--- src/rtl/ramio_uart_fifo_pkg.sv ---
// Shared constants and types for the buffered memory-mapped UART.
// Latency: n/a (declarations only).
// Backpressure: n/a.
package ramio_uart_fifo_pkg;

  // Default bus addresses of the three UART registers
  localparam logic [31:0] DefAddrUartOut    = 32'hffff_fff8;
  localparam logic [31:0] DefAddrUartIn     = 32'hffff_fff4;
  localparam logic [31:0] DefAddrUartStatus = 32'hffff_ffdc;

  // Status word bit positions
  localparam int StatRxNotEmpty = 0;
  localparam int StatTxFull     = 1;
  localparam int StatOverrun    = 2;
  localparam int StatTxIdle     = 3;
  localparam int StatRxCountLsb = 8;
  localparam int StatTxCountLsb = 16;

  typedef enum logic [1:0] {
    TX_IDLE = 2'd0,
    TX_ARM  = 2'd1,
    TX_WAIT = 2'd2
  } tx_state_e;

endpackage

--- src/rtl/ramio_uart_fifo_io_fifo.sv ---
// Small synchronous FIFO with combinational head, occupancy count and flags.
// Latency: a pushed word is visible at the head one cycle after the push.
// Backpressure: push ignored when full unless a pop happens in the same cycle; pop ignored when empty.
module io_fifo #(
  parameter int Width     = 8,
  parameter int DepthLog2 = 4
) (
  input  logic                 clk,
  input  logic                 rst_n,
  input  logic                 push_i,
  input  logic                 pop_i,
  input  logic [Width-1:0]     data_i,
  output logic [Width-1:0]     data_o,
  output logic [DepthLog2:0]   count_o,
  output logic                 full_o,
  output logic                 empty_o
);

  localparam int Depth = 2 ** DepthLog2;
  localparam logic [DepthLog2:0] DepthCount = (DepthLog2 + 1)'(Depth);

  logic [Width-1:0]     mem_q [Depth];
  logic [DepthLog2-1:0] wr_ptr_q, rd_ptr_q;
  logic [DepthLog2:0]   count_q;
  logic                 do_push, do_pop;

  assign full_o  = (count_q == DepthCount);
  assign empty_o = (count_q == '0);
  assign count_o = count_q;
  assign data_o  = mem_q[rd_ptr_q];

  // A pop frees the slot the coinciding push fills, so full+pop+push is legal
  assign do_pop  = pop_i && !empty_o;
  assign do_push = push_i && (!full_o || do_pop);

  // Storage array; contents need no reset because count guards reads
  always_ff @(posedge clk) begin
    if (do_push) mem_q[wr_ptr_q] <= data_i;
  end

  // Pointers wrap naturally modulo depth; count tracks occupancy
  always_ff @(posedge clk or negedge rst_n) begin
    if (!rst_n) begin
      wr_ptr_q <= '0;
      rd_ptr_q <= '0;
      count_q  <= '0;
    end else begin
      if (do_push) wr_ptr_q <= wr_ptr_q + 1'b1;
      if (do_pop)  rd_ptr_q <= rd_ptr_q + 1'b1;
      case ({do_push, do_pop})
        2'b10:   count_q <= count_q + 1'b1;
        2'b01:   count_q <= count_q - 1'b1;
        default: count_q <= count_q;
      endcase
    end
  end

endmodule

--- src/rtl/uartrx.sv ---
// 8N1 serial receiver sampling mid-bit; holds drdy_o until go_i is dropped.
// Latency: drdy_o rises in the middle of the stop bit plus two synchroniser cycles.
// Backpressure: none; a new frame overwrites data_o if the previous one was not acknowledged.
module uartrx #(
  parameter int ClockFrequencyHz = 20_250_000,
  parameter int BaudRate         = 9600
) (
  input  logic       clk,
  input  logic       rst_n,
  input  logic       rx_i,
  input  logic       go_i,
  output logic [7:0] data_o,
  output logic       drdy_o
);

  localparam int Div = ClockFrequencyHz / BaudRate;
  localparam int CW  = $clog2(Div) + 1;
  localparam logic [CW-1:0] DivM1  = CW'(Div - 1);
  localparam logic [CW-1:0] HalfM1 = CW'(Div / 2 - 1);

  logic          s1_q, s2_q, prev_q, busy_q, drdy_q;
  logic [3:0]    bit_q;
  logic [CW-1:0] cnt_q;
  logic [7:0]    shreg_q, data_q;
  logic [CW-1:0] target;

  assign data_o = data_q;
  assign drdy_o = drdy_q;
  assign target = (bit_q == 4'd0) ? HalfM1 : DivM1;

  // Synchronise the line, find the start edge, sample every bit centre
  always_ff @(posedge clk or negedge rst_n) begin
    if (!rst_n) begin
      s1_q    <= 1'b1;
      s2_q    <= 1'b1;
      prev_q  <= 1'b1;
      busy_q  <= 1'b0;
      drdy_q  <= 1'b0;
      bit_q   <= '0;
      cnt_q   <= '0;
      shreg_q <= '0;
      data_q  <= '0;
    end else begin
      s1_q   <= rx_i;
      s2_q   <= s1_q;
      prev_q <= s2_q;
      if (!go_i) drdy_q <= 1'b0;
      if (!busy_q) begin
        if (prev_q && !s2_q) begin
          busy_q <= 1'b1;
          bit_q  <= '0;
          cnt_q  <= '0;
        end
      end else if (cnt_q == target) begin
        cnt_q <= '0;
        if (bit_q == 4'd0) begin
          if (s2_q) busy_q <= 1'b0;
          else      bit_q  <= 4'd1;
        end else if (bit_q <= 4'd8) begin
          shreg_q <= {s2_q, shreg_q[7:1]};
          bit_q   <= bit_q + 4'd1;
        end else begin
          busy_q <= 1'b0;
          if (s2_q) begin
            data_q <= shreg_q;
            drdy_q <= 1'b1;
          end
        end
      end else begin
        cnt_q <= cnt_q + 1'b1;
      end
    end
  end

endmodule

--- src/rtl/uarttx.sv ---
// 8N1 serial transmitter started by a rising edge on go_i.
// Latency: start bit appears one cycle after go_i rises; bsy_o drops after the full stop bit.
// Backpressure: go_i edges while bsy_o=1 are ignored.
module uarttx #(
  parameter int ClockFrequencyHz = 20_250_000,
  parameter int BaudRate         = 9600
) (
  input  logic       clk,
  input  logic       rst_n,
  input  logic [7:0] data_i,
  input  logic       go_i,
  output logic       bsy_o,
  output logic       tx_o
);

  localparam int Div = ClockFrequencyHz / BaudRate;
  localparam int CW  = $clog2(Div) + 1;
  localparam logic [CW-1:0] DivM1 = CW'(Div - 1);

  logic          go_prev_q, bsy_q, tx_q;
  logic [9:0]    frame_q;
  logic [3:0]    bit_q;
  logic [CW-1:0] cnt_q;

  assign bsy_o = bsy_q;
  assign tx_o  = tx_q;

  // Shift out {stop, data, start} one bit per baud period
  always_ff @(posedge clk or negedge rst_n) begin
    if (!rst_n) begin
      go_prev_q <= 1'b0;
      bsy_q     <= 1'b0;
      tx_q      <= 1'b1;
      frame_q   <= '1;
      bit_q     <= '0;
      cnt_q     <= '0;
    end else begin
      go_prev_q <= go_i;
      if (!bsy_q) begin
        if (go_i && !go_prev_q) begin
          bsy_q   <= 1'b1;
          frame_q <= {1'b1, data_i, 1'b0};
          bit_q   <= '0;
          cnt_q   <= '0;
          tx_q    <= 1'b0;
        end
      end else if (cnt_q == DivM1) begin
        cnt_q <= '0;
        if (bit_q == 4'd9) begin
          bsy_q <= 1'b0;
          tx_q  <= 1'b1;
        end else begin
          bit_q <= bit_q + 4'd1;
          tx_q  <= frame_q[bit_q + 4'd1];
        end
      end else begin
        cnt_q <= cnt_q + 1'b1;
      end
    end
  end

endmodule

--- src/rtl/ramio_uart_fifo.sv ---
// Memory-mapped UART with RX/TX byte FIFOs, status register and sticky overrun.
// Latency: reads are combinational; pushes/pops/clears take effect at the next edge.
// Backpressure: busy=1 on a TX push while the TX FIFO is full; RX bytes arriving at a full FIFO set overrun.
module ramio_uart_fifo
  import ramio_uart_fifo_pkg::*;
#(
  parameter int AddressBitWidth  = 32,
  parameter int DataBitWidth     = 32,
  parameter int ClockFrequencyHz = 20_250_000,
  parameter int BaudRate         = 9600,
  parameter int RxDepthLog2      = 4,
  parameter int TxDepthLog2      = 4,
  parameter logic [AddressBitWidth-1:0] AddressUartOut    = AddressBitWidth'(DefAddrUartOut),
  parameter logic [AddressBitWidth-1:0] AddressUartIn     = AddressBitWidth'(DefAddrUartIn),
  parameter logic [AddressBitWidth-1:0] AddressUartStatus = AddressBitWidth'(DefAddrUartStatus)
) (
  input  logic                       clk,
  input  logic                       rst_n,
  input  logic                       enable,
  input  logic [2:0]                 read_type,
  input  logic [1:0]                 write_type,
  input  logic [AddressBitWidth-1:0] address,
  input  logic [DataBitWidth-1:0]    data_in,
  output logic [DataBitWidth-1:0]    data_out,
  output logic                       data_out_ready,
  output logic                       busy,
  output logic                       hit,
  output logic                       uart_tx,
  input  logic                       uart_rx
);

  localparam int DW = DataBitWidth;

  // Address decode
  logic sel_out, sel_in, sel_stat, rd, wr;
  assign sel_out        = (address == AddressUartOut);
  assign sel_in         = (address == AddressUartIn);
  assign sel_stat       = (address == AddressUartStatus);
  assign hit            = sel_out || sel_in || sel_stat;
  assign data_out_ready = hit;
  assign rd             = enable && (read_type != 3'b000);
  assign wr             = enable && (write_type != 2'b00);

  // Only the low byte of write data is ever stored
  logic unused_data_in;
  assign unused_data_in = ^data_in[DW-1:8];

  // TX FIFO and push side
  logic                 tx_push, tx_pop, tx_full, tx_empty;
  logic [7:0]           tx_head;
  logic [TxDepthLog2:0] tx_count;
  assign tx_push = wr && sel_out && !tx_full;
  assign busy    = wr && sel_out && tx_full;

  io_fifo #(.Width(8), .DepthLog2(TxDepthLog2)) u_tx_fifo (
    .clk     (clk),
    .rst_n   (rst_n),
    .push_i  (tx_push),
    .pop_i   (tx_pop),
    .data_i  (data_in[7:0]),
    .data_o  (tx_head),
    .count_o (tx_count),
    .full_o  (tx_full),
    .empty_o (tx_empty)
  );

  // TX FSM registers and transmitter
  tx_state_e  tx_state_q, tx_state_d;
  logic [7:0] tx_byte_q, tx_byte_d;
  logic       tx_go_q, tx_go_d, tx_bsy, tx_idle_all;
  assign tx_idle_all = tx_empty && (tx_state_q == TX_IDLE);

  // TX FSM state register
  always_ff @(posedge clk or negedge rst_n) begin
    if (!rst_n) begin
      tx_state_q <= TX_IDLE;
      tx_byte_q  <= '0;
      tx_go_q    <= 1'b0;
    end else begin
      tx_state_q <= tx_state_d;
      tx_byte_q  <= tx_byte_d;
      tx_go_q    <= tx_go_d;
    end
  end

  // TX FSM: pop head, hold go for the arming cycle, wait for the transmitter to finish
  always_comb begin
    tx_state_d = tx_state_q;
    tx_byte_d  = tx_byte_q;
    tx_go_d    = tx_go_q;
    tx_pop     = 1'b0;
    unique case (tx_state_q)
      TX_IDLE: begin
        if (!tx_empty) begin
          tx_pop     = 1'b1;
          tx_byte_d  = tx_head;
          tx_go_d    = 1'b1;
          tx_state_d = TX_ARM;
        end
      end
      TX_ARM:  tx_state_d = TX_WAIT;
      TX_WAIT: begin
        if (!tx_bsy) begin
          tx_go_d    = 1'b0;
          tx_state_d = TX_IDLE;
        end
      end
      default: tx_state_d = TX_IDLE;
    endcase
  end

  uarttx #(.ClockFrequencyHz(ClockFrequencyHz), .BaudRate(BaudRate)) u_uarttx (
    .clk    (clk),
    .rst_n  (rst_n),
    .data_i (tx_byte_q),
    .go_i   (tx_go_q),
    .bsy_o  (tx_bsy),
    .tx_o   (uart_tx)
  );

  // RX side: receiver, capture handshake, FIFO
  logic                 rx_drdy, rx_go_q, rx_go_d, rx_cap, rx_push, rx_pop, rx_full, rx_empty;
  logic [7:0]           rx_byte, rx_head;
  logic [RxDepthLog2:0] rx_count;
  logic                 overrun_q, overrun_d, stat_rd;

  assign rx_cap  = rx_drdy && rx_go_q;
  assign rx_pop  = rd && sel_in && !rx_empty;
  assign rx_push = rx_cap && (!rx_full || rx_pop);
  assign stat_rd = rd && sel_stat;

  uartrx #(.ClockFrequencyHz(ClockFrequencyHz), .BaudRate(BaudRate)) u_uartrx (
    .clk    (clk),
    .rst_n  (rst_n),
    .rx_i   (uart_rx),
    .go_i   (rx_go_q),
    .data_o (rx_byte),
    .drdy_o (rx_drdy)
  );

  io_fifo #(.Width(8), .DepthLog2(RxDepthLog2)) u_rx_fifo (
    .clk     (clk),
    .rst_n   (rst_n),
    .push_i  (rx_push),
    .pop_i   (rx_pop),
    .data_i  (rx_byte),
    .data_o  (rx_head),
    .count_o (rx_count),
    .full_o  (rx_full),
    .empty_o (rx_empty)
  );

  // go drops for one cycle to acknowledge a capture; overrun set beats a status-read clear
  always_comb begin
    rx_go_d   = !rx_cap;
    overrun_d = overrun_q;
    if (stat_rd) overrun_d = 1'b0;
    if (rx_cap && rx_full && !rx_pop) overrun_d = 1'b1;
  end

  // RX handshake and sticky overrun registers
  always_ff @(posedge clk or negedge rst_n) begin
    if (!rst_n) begin
      rx_go_q   <= 1'b1;
      overrun_q <= 1'b0;
    end else begin
      rx_go_q   <= rx_go_d;
      overrun_q <= overrun_d;
    end
  end

  // Read data mux; zero unless a read of one of our addresses is presented
  logic [DW-1:0] status_word;
  always_comb begin
    status_word = '0;
    status_word[StatRxNotEmpty] = !rx_empty;
    status_word[StatTxFull]     = tx_full;
    status_word[StatOverrun]    = overrun_q;
    status_word[StatTxIdle]     = tx_idle_all;
    status_word[StatRxCountLsb +: 8] = 8'(rx_count);
    status_word[StatTxCountLsb +: 8] = 8'(tx_count);
    data_out = '0;
    if (rd) begin
      if (sel_out) begin
        if (tx_idle_all) data_out = '1;
        else             data_out = DW'(tx_count) + DW'(tx_state_q != TX_IDLE);
      end else if (sel_in) begin
        if (rx_empty) data_out = '1;
        else          data_out = DW'(rx_head);
      end else if (sel_stat) begin
        data_out = status_word;
      end
    end
  end

endmodule

--- config.mk ---
export PLATFORM = sky130hd
export DESIGN_NAME = ramio_uart_fifo
export DESIGN_NICKNAME = d
export VERILOG_FILES = /design/src/rtl/ramio_uart_fifo_pkg.sv /design/src/rtl/ramio_uart_fifo_io_fifo.sv /design/src/rtl/uartrx.sv /design/src/rtl/uarttx.sv /design/src/rtl/ramio_uart_fifo.sv
export SDC_FILE = /design/constraint.sdc
export NUM_CORES = 1
export LEC_CHECK = 0
export CAP_MARGIN = 20
export CORE_MARGIN = 5
export CORE_UTILIZATION = 64
export DETAILED_ROUTE_END_ITERATION = 12
export PLACE_DENSITY = 0.85
export SLEW_MARGIN = 10
export SYNTH_ARGS = -nofsm -noshare
export SYNTH_HDL_FRONTEND = slang
export SYNTH_HIERARCHICAL = 1
export SYNTH_SLANG_ARGS = --single-unit
--- constraint.sdc ---
create_clock -name clk -period 11 [get_ports clk]
set_input_delay 2.2 -clock clk [delete_from_list [all_inputs] [get_ports clk]]
set_output_delay 2.2 -clock clk [all_outputs]
set_load 0.02 [all_outputs]
-- Yosys cells after proc, flatten, opt, wreduce, memory -nomap -nowiden
Memory sizes are Yosys's and may differ from the RTL's. A register that Yosys moved wholly into a read port is not among the register bits.
Index checks and enable logic that the tools add are counted.
W data, S select, Z words.
- register bits: 98
- logic and storage cells: 183
- bits in writable memories: 256
- memories: 2
- input bits: 73
- memory list (name ; depth ; bits a word ; rd ports ; clocked after memory_dff ; write ports ; line ; RTL):
    u_rx_fifo.mem_q ; 16 ; 8 ; 1 ; 0 ; 1 ; ramio_uart_fifo_io_fifo.sv:22 ; logic [Width-1:0] mem_q [Depth];
    u_tx_fifo.mem_q ; 16 ; 8 ; 1 ; 1 ; 1 ; ramio_uart_fifo_io_fifo.sv:22 ;
- add/sub/neg operators: 13
- reductions and logical operators: 55
- eq/ne operators: 21
- mux-type cells: 61
- bitwise operators: 4
- magnitude comparators: 2
- operators with widths (cell ; count):
    $mux W32 ; 5
    $eq A32 B32 Y1 const B ; 3
    $mux W13 ; 6
    $mux W4 ; 10
    $mux W1 ; 31
    $add A13 B1 Y13 const B ; 2
    $add A4 B1 Y4 const B ; 6
    $mux W21 ; 1
    $pmux W5 S2 ; 2
    $logic_and A1 B1 Y1 ; 19
    $reduce_bool A2 Y1 ; 8
    $eq A13 B12 Y1 const B ; 1
    $eq A13 B13 Y1 ; 1
    $mux W12 ; 1
    $add A5 B1 Y5 const B ; 2
    $eq A5 B5 Y1 const B ; 2
    $logic_not A5 Y1 ; 2
    $ne A2 B2 Y1 const B ; 5
    $sub A5 B1 Y5 const B ; 2
    $logic_not A1 Y1 ; 9
    $reduce_and A2 Y1 ; 4
    $reduce_and A4 Y1 ; 2
    $add A5 B1 Y6 ; 1
    $eq A2 B1 Y1 const B ; 3
    16 further kinds ; 28

-- Depth between registers and ports, before layout
Gate-level depths: netlist of the first run.
- depth after elaboration: 9
- depth in mapped cells: 17
- gate-level depth less buffers: 15

-- Modules after synthesis
The synthesis of the first run kept the hierarchy.
- modules (own cells, without submodules) (module ; cells each ; area an instance (µm²) ; times used ; seq. area each (µm²)):
    io_fifo (u_tx_fifo) ; 302 ; 5794.3 ; 1 ; 4169.0
    io_fifo (u_rx_fifo) ; 301 ; 5774.3 ; 1 ; 4169.0
    uartrx ; 156 ; 1908.1 ; 1 ; 954.7
    uarttx ; 155 ; 1571.5 ; 1 ; 738.2
    ramio_uart_fifo ; 148 ; 1257.5 ; 1 ; 326.6

-- Worst setup path before layout of the first run
Ideal clock, no wire load.
- path type: input-to-output
- from: in address[1]
- to: out data_out[14]
- data required time: 8.800 ns
- cell stages on the path: 6
- arrival: 4.198 ns
- setup slack: 4.602 ns
- cells stage by stage: or3b_4 > nor4_4 > nand3b_4 > buf_6 > nor2_1 > buf_4
- cells in the longest elaborated chain, start to end: 4
- elaborated cells on any way between the ends: 5
- those cells by class: eq/ne: 2; mux: 3
- ends and longest elaborated chain (element ; line ; RTL):
    start, declared ; ramio_uart_fifo.sv:22 ; input logic [AddressBitWidth-1:0] address,
    $eq A32 B32 Y1 ; ramio_uart_fifo.sv:37 ; assign sel_in = (address == AddressUartIn);
    $mux W32 ; ramio_uart_fifo.sv:187 ; end else if (sel_in) begin
    $mux W32 * ; ramio_uart_fifo.sv:184 ; if (sel_out) begin
    $mux W32 * ; ramio_uart_fifo.sv:183 ; if (rd) begin
    end, declared ; ramio_uart_fifo.sv:24 ; output logic [DataBitWidth-1:0] data_out,
Mark *: on every way between the ends. The rest lies on a longest branch, timed or not.

-- Worst setup path in the final report of the first run
- from: in address[2]
- to: out data_out[25]
The elaborated chain is that of the path after synthesis.

==> summary.md, run 1 <==
| Metric | Value |
|---|---|
| Status | finished clean |
| Quantity of hold-fixing buffers added after cts | 0 |
| Warnings from Yosys | 6 |
| Area share of the largest cell type after synthesis | 0.471 |
| RSZ-0062 raised after global routing | no |
| Arrival time worst endpoint | just over 5 ns |
| Post-Route Setup TNS | 0 ns |
| Nature of the critical path endpoint | output port |
| IO Port Bufs | 84 |
| End of the critical path | data_out[25] |
| Die X | 170 um |
| NumNets Final | 1237 |
| Clock Sinks | approximately 360 |
| DPL Wire Length | about 22000 um |
| Commonest cells after routing, fill and taps aside | edfxtp_1 (256), dfrtp_1 (89), clkdlybuf4s50_1 (83) |
| Gr busiest metal | met2 |
| Average cell area after synthesis | ~15 sq um |
| I/O pins | 109 |
| Slowest-stage cell, CP | clkdlybuf4s50_1 |
| DRT Pass-1 Iters | 6 |
| PnR worst setup slack | about 3.6 ns |
| Max stage delay on crit path | 0.75 ns |
| Most common cell after layout, fill and taps aside | edfxtp_1 |
| Yosys cell types | 103 |
| Crit Path Category | input port to output port |
| FF-to-FF End | u_rx_fifo/mem_q[0][4] |
| WP data required | roughly 8.8 ns |
| Worst Skew | 0.0268 ns |
| Layout cells sized above 1 | 0.196 |
| Grt ovf | 0 |
| Clk buf depth | 3 |
| Worst Hold Depth | 0 |
| Global Route met3 Usage | 0.0452 |
| CP delay by family, top | buffers and inverters |
| Routed len/inst | ~24 um |
| Max Slew Vio Count | 0 |
| CTS tree | done |
| Fillers | about 1500 |
| Ys async rst share | 0.293 |
| Mapped cell area | approximately 16000 sq um |
| Largest area contributor in the netlist | edfxtp_1 |
| Met2 Track Usage GR | 0.419 |
| Reg-to-reg critical path startpoint | u_rx_fifo/count_o[4] |
| Levels on crit path | 6 |
| Top cells by area, synth | edfxtp_1 (47%), dfrtp_1 (14%), mux4_2 (8.8%) |
| Global-route wire length before repair | ~56000 um |
| Worst Setup Start Kind | input port |
| Worst vdd ir | approximately 0.15 mV |
| Power per cell area | between 100 and 150 nW/um^2 |
| Worst-margin pin slew | 1.04 ns |
| Core box area | approximately 25000 sq um |
| Routability Congestion | between 0.8 and 0.9 |
| Post-CTS setup buffers | 0 |
| Tcrit/Tclk final | 0.670 |
| Die span in y | between 150 and 200 um |
| Vias in the first global route | about 10000 |
| Slew margin rel. | 0.306 |
| Htree depth | 2 |
| Max Cap Viol | 0 |
| Total die area | about 29000 sq um |
| GRT Resource Usage Total | 0.247 |
| FP Rows | 58 |
| Syn nets | 1162 |
| Register area share after synthesis | 0.635 |
| Crit-path most repeated cell | clkdlybuf4s50_1 |
| Ys flop type | edfxtp_1 |
| Via density | 6.66 |
| Clk Tree Root Cell | clkbuf_16 |
| Buf/Inv on CP | 2 |
| Worst-path cell chain | clkdlybuf4s50_1 > nand2b_1 > o21ai_0 > o211ai_1 > nor2_1 > clkdlybuf4s50_1 |
| Critical-path maximum fanout | 14 |
| # diodes | 0 |
| Mapped Cells | 1062 |
| Post-Place Worst Slack | 3.62 ns |
| Post-CTS sizing | 0 |
| CP startpoint | address[2] |
| Tmin final | roughly 7.4 ns |
| 1st-iter DRT viols | ~1100 |
| DR vias | just under 10000 |
| Antenna violations before repair | 0 |
| Tot Pwr | about 2.7 mW |
| Hold Worst Slack | around 0.36 ns |
| M1 GR Usage | 0.335 |
| Hold Vio Cnt, Final | 0 |
| DRC viols | 0 |
| Final setup vio count | 0 |
| Reg clk slew, reported paths | approximately 0.07 ns |
| Cts bufs inserted | 36 |
| Area growth from synthesis to layout | 13.3% |
| Register-to-register setup slack | roughly 7 ns |
| Post-synthesis register bit count | ~360 |
| Fmax | between 0.1 and 0.15 GHz |
| Post-synth EDFFs | around 260 |
| Starting density of the core | 0.649 |
| Total Routed Length | between 30000 and 40000 um |
| Reg2Reg Depth | 9 |
| Worst-Skew Late Latency | about 0.52 ns |
| Antenna viol nets, final | 0 |
| Leak | slightly above 7 nW |
| Hold WC Path Type | register to register |
| Largest net degree at the start of global routing | 59 |
[kinds of logic after synthesis]
logic type / share of synthesized area
buf+inv: 0.0282
flops: 0.635
simple gates: 0.103
fa+ha+maj: 0.0216
xor+xnor: 0.0172
mux: 0.121
compound gates: 0.0734
[sequential cells by signal, indices dropped and copies added (netlist names), 8 cells and up]
signal / cells
tx_byte_q: 8
u_rx_fifo/mem_q: 128
u_tx_fifo/mem_q: 128
u_uartrx/cnt_q: 13
u_uartrx/data_o: 8
u_uartrx/shreg_q: 8
u_uarttx/cnt_q: 13
u_uarttx/frame_q: 9
[metal layers]
| metal | up-vias | routed length, um |
|---|---|---|
| li1 | 4287 | - |
| met1 | 4990 | 13400 |
| met2 | 578 | 17900 |
| met3 | 82 | 3210 |
| met4 | 0 | 889 |
| met5 | - | 0 |
[area by class of cell]
| cell class | instances | area (sq um) | area share |
|---|---|---|---|
| clock inverters | 17 | 161 | 0.00874 |
| well taps | 330 | 413 | 0.0224 |
| inverters | 38 | 143 | 0.00772 |
| multi-input cells | 606 | 5490 | 0.297 |
| clock buffers | 47 | 992 | 0.0537 |
| flip-flops and latches | 362 | 10400 | 0.561 |
| repair buffers | 93 | 906 | 0.0490 |
[worst min path at each step]
stage,start,end,slack (ns)
3_3_place_gp,u_uartrx/s1_q,u_uartrx/s2_q,0.35
3_5_place_dp,u_uartrx/s1_q,u_uartrx/s2_q,0.35
4_1_cts,u_uartrx/s1_q,u_uartrx/s2_q,0.36
6_report,u_uartrx/s1_q,u_uartrx/s2_q,0.36
5_1_grt,u_uartrx/s1_q,u_uartrx/s2_q,0.36
2_1_floorplan,u_uartrx/s1_q,u_uartrx/s2_q,0.35
[synthesized netlist by cell type, drive strengths merged (25+ instances only)]
cell type	n
a22oi	33
and3	34
buf	35
dfrtp	92
edfxtp	256
ha	25
inv	37
mux2	36
mux4	64
nand2	57
nand3	30
nor2	39
o21ai	33
xnor2	26
[power by group]
part | internal [mW] | switching [mW]
Combinational | 0.0338 | 0.0380
Sequential | 1.47 | 0.0178
Clock | 0.689 | 0.501
[per-stage QoR]
step | instance area [sq um] | util | cells
2_1_floorplan | 16300 | - | 1062
3_3_place_gp | 17300 | 0.689 | 1428
3_5_place_dp | 17300 | 0.690 | 1429
4_1_cts | 18500 | 0.736 | 1493
5_1_grt | 18500 | 0.736 | 1493
6_report | 18500 | 0.736 | 1493
(Power assumes the default switching activity.)
==> inputs of run 2 (changes only) <==
- CORE_UTILIZATION: 64 -> 53
- PLACE_DENSITY: 0.85 -> 0.76
- clock period: 11 -> 6.6 ns (I/O delays scaled with it)
==> run 2 against run 1 <==
Net effect:
- global-route usage decreased by 5.8 points
- worst hold slack got worse by 0.00096 ns
- first-iteration DRC count decreased by 34%
- non-clock buffer count increased by 1
- sequential share of layout area decreased by 0.21 points
- count of clock-buffer cells in the layout increased by 11
- cell count increased by 4.7%
- critical path depth increased by 1
- via count decreased by 5.2%
- die area increased by 19%
- combinational power increased by 62%
- design area increased by 0.36%
- largest cell class unchanged
- largest power group unchanged
==> summary.md, run 2 (same netlist as run 1, synthesis figures left out) <==
| Metric | Value |
|---|---|
| Status | finished clean |
| Worst-path cell chain | or4_4 > nor2_1 > or3b_1 > o21ai_0 > o211ai_1 > nor2_1 > clkdlybuf4s50_1 |
| Cts bufs inserted | 37 (+2.8%) |
| Post-CTS setup buffers | 0 (unchanged) |
| Global-route wire length before repair | 51100 um (-8.2%) |
| CP delay by family, top | simple AND/OR/NAND/NOR gates |
| Leak | 7.04 nW (-0.18%) |
| Hold Vio Cnt, Final | 0 (unchanged) |
| Die X | 185 um (+9.3%) |
| Regs by FF count | u_rx_fifo/mem_q x128, u_tx_fifo/mem_q x128 |
| DRT Pass-1 Iters | 5 (-1) |
| Reg clk slew, reported paths | 0.06 ns (about the same) |
| GRT Resource Usage Total | 0.189 (-0.0580) |
| Worst vdd ir | 0.147 mV (-3.2%) |
| Routed len/inst | 20.5 um (-13%) |
| RSZ-0062 raised after global routing | no |
| 1st-iter DRT viols | 701 (-34%) |
| Final setup vio count | 0 (unchanged) |
| # diodes | 0 (unchanged) |
| Buf/Inv on CP | 1 (-1) |
| Most common cell after layout, fill and taps aside | edfxtp_1 |
| Global Route met3 Usage | 0.0297 (-0.0155) |
| Reg-to-reg critical path startpoint | u_rx_fifo/count_o[1] |
| Tcrit/Tclk final | 0.871 |
| WP data required | 5.28 ns (-3.52 ns) |
| Critical-path maximum fanout | 14 (unchanged) |
| Worst Hold Depth | 0 (unchanged) |
| Layout cells sized above 1 | 0.190 (-0.00581) |
| Die span in y | 185 um (+9.3%) |
| Max Slew Vio Count | 0 (unchanged) |
| Commonest cells after routing, fill and taps aside | edfxtp_1 (256), dfrtp_1 (90), clkdlybuf4s50_1 (83) |
| Post-Place Worst Slack | 1.07 ns (-2.55 ns) |
| Antenna violations before repair | 0 (unchanged) |
| Hold WC Path Type | register to register |
| Logic pwr share | 0.026 (about the same) |
| Gr busiest metal | met2 |
| Net Sw Power | 0.896 mW (+61%) |
| Area growth from synthesis to layout | 13.7% |
| Arrival time worst endpoint | 4.43 ns (-0.74 ns) |
| IO Port Bufs | 84 (unchanged) |
| Clk buf depth | 3 (unchanged) |
| Slew margin rel. | 0.375 (+0.0690) |
| CP startpoint | u_tx_fifo/count_o[1] |
| Sw frac | 0.199 (-0.00419) |
| DPL Wire Length | 20700 um (-6.7%) |
| Worst Skew | 0.0180 ns (-0.00883 ns) |
| Crit-path most repeated cell | nor2_1 |
| Total Routed Length | 32100 um (-9.2%) |
| FP Rows | 64 (+10%) |
| Worst hold start | u_uartrx/s1_q |
| Internal Power | 3.62 mW (+65%) |
| Via density | 6.03 (-9.4%) |
| Met2 Track Usage GR | 0.311 (-0.108) |
| Tmin final | 5.75 ns |
| Register-to-register setup slack | 2.74 ns (-4.18 ns) |
| Max Cap Viol | 0 (unchanged) |
| Fmax | about 0.17 GHz |
| Clock share of power | 0.426 (-0.007) |
| Slowest-stage cell, CP | clkdlybuf4s50_1 |
| Post-Route Setup TNS | 0 ns (unchanged) |
| Starting density of the core | 0.534 (-0.115) |
| Worst-margin pin slew | 0.933 ns (-0.109 ns) |
| Worst Setup Start Kind | register |
| Clk Tree Root Cell | clkbuf_16 |
| Hold Worst Slack | 0.356 ns (-0.000958 ns) |
| Power per cell area | 244 nW/um^2 (+64%) |
| Reg2Reg Depth | 13 (+4) |
| Antenna viol nets, final | 0 (unchanged) |
| Htree depth | 2 (unchanged) |
| DRC viols | 0 (unchanged) |
| Post-CTS sizing | 0 (unchanged) |
| PnR worst setup slack | 0.849 ns (-2.78 ns) |
| Nature of the critical path endpoint | output port |
| Clock Sinks | 362 (unchanged) |
| I/O pins | 109 (unchanged) |
| Quantity of hold-fixing buffers added after cts | 0 (unchanged) |
| Levels on crit path | 7 (+1) |
| Total die area | 34400 sq um (+19%) |
| Crit Path Category | register to output port |
| CTS tree | done |
| Worst-Skew Late Latency | 0.51 ns (about the same) |
| Largest net degree at the start of global routing | 55 (-6.8%) |
| Max stage delay on crit path | 0.74 ns (about the same) |
| Core box area | 30500 sq um (+22%) |
| DR vias | 9421 (-5.2%) |
| Grt ovf | 0 (unchanged) |
| M1 GR Usage | 0.269 (-0.0658) |
| Reg power frac | 0.548 (+0.008) |
| Routability Congestion | 0.877 (+6.7%) |
| NumNets Final | 1239 (+0.16%) |
| Vias in the first global route | 9258 (-7.5%) |
run 2: cell count changes in the layout (fill, tap and decap cells not counted), moves of 2 or more:
cell | before | now
clkinv_2 | 5 | 1
clkbuf_16 | 36 | 38
clkbuf_1 | 6 | 15
bufinv_16 | 2 | 0
inv_6 | 3 | 1
run 2: final cells by class:
class	instances	area [sq um]
clock buffer	58	1070
clock inverter	9	56.3
fill	2222	12000
inverter	38	143
multi-input combinational	606	5500
sequential	362	10400
tap	396	495
timing repair buffer	94	913
run 2: worst paths after layout:
| path | end |
|---|---|
| hold / removal | u_uartrx/s2_q |
| setup reg to reg | u_rx_fifo/count_o[4] |
| hold reg to reg | u_uartrx/s2_q |
| setup / recovery | data_out[15] |
| max in group asynchronous | u_rx_fifo/rd_ptr_q[0] |
| min in group asynchronous | u_uarttx/bit_q[0] |
run 2: stage by stage:
step,util,cells,area (sq um),power [mW]
final,0.608,1563,18500,4.51
after CTS,0.607,1562,18500,4.56
after global routing,0.608,1563,18500,4.68
after detailed placement,0.570,1495,17400,2.64
after global placement,0.570,1495,17400,2.63
after floorplan,-,1062,16300,2.57
run 2: power groups by stage:
stage,sequential (mW),clock (mW),combinational [mW]
floorplan,2.51,0,0.0539
global placement,2.52,0,0.113
detailed placement,2.52,0,0.118
CTS,2.48,1.97,0.118
global route,2.48,2.07,0.131
finish,2.48,1.92,0.116
run 2: routing by layer:
metal	vias to the layer above	wire [um]
met5	-	0
li1	4287	-
met2	329	15600
met3	49	2290
met4	0	641
met1	4756	13600
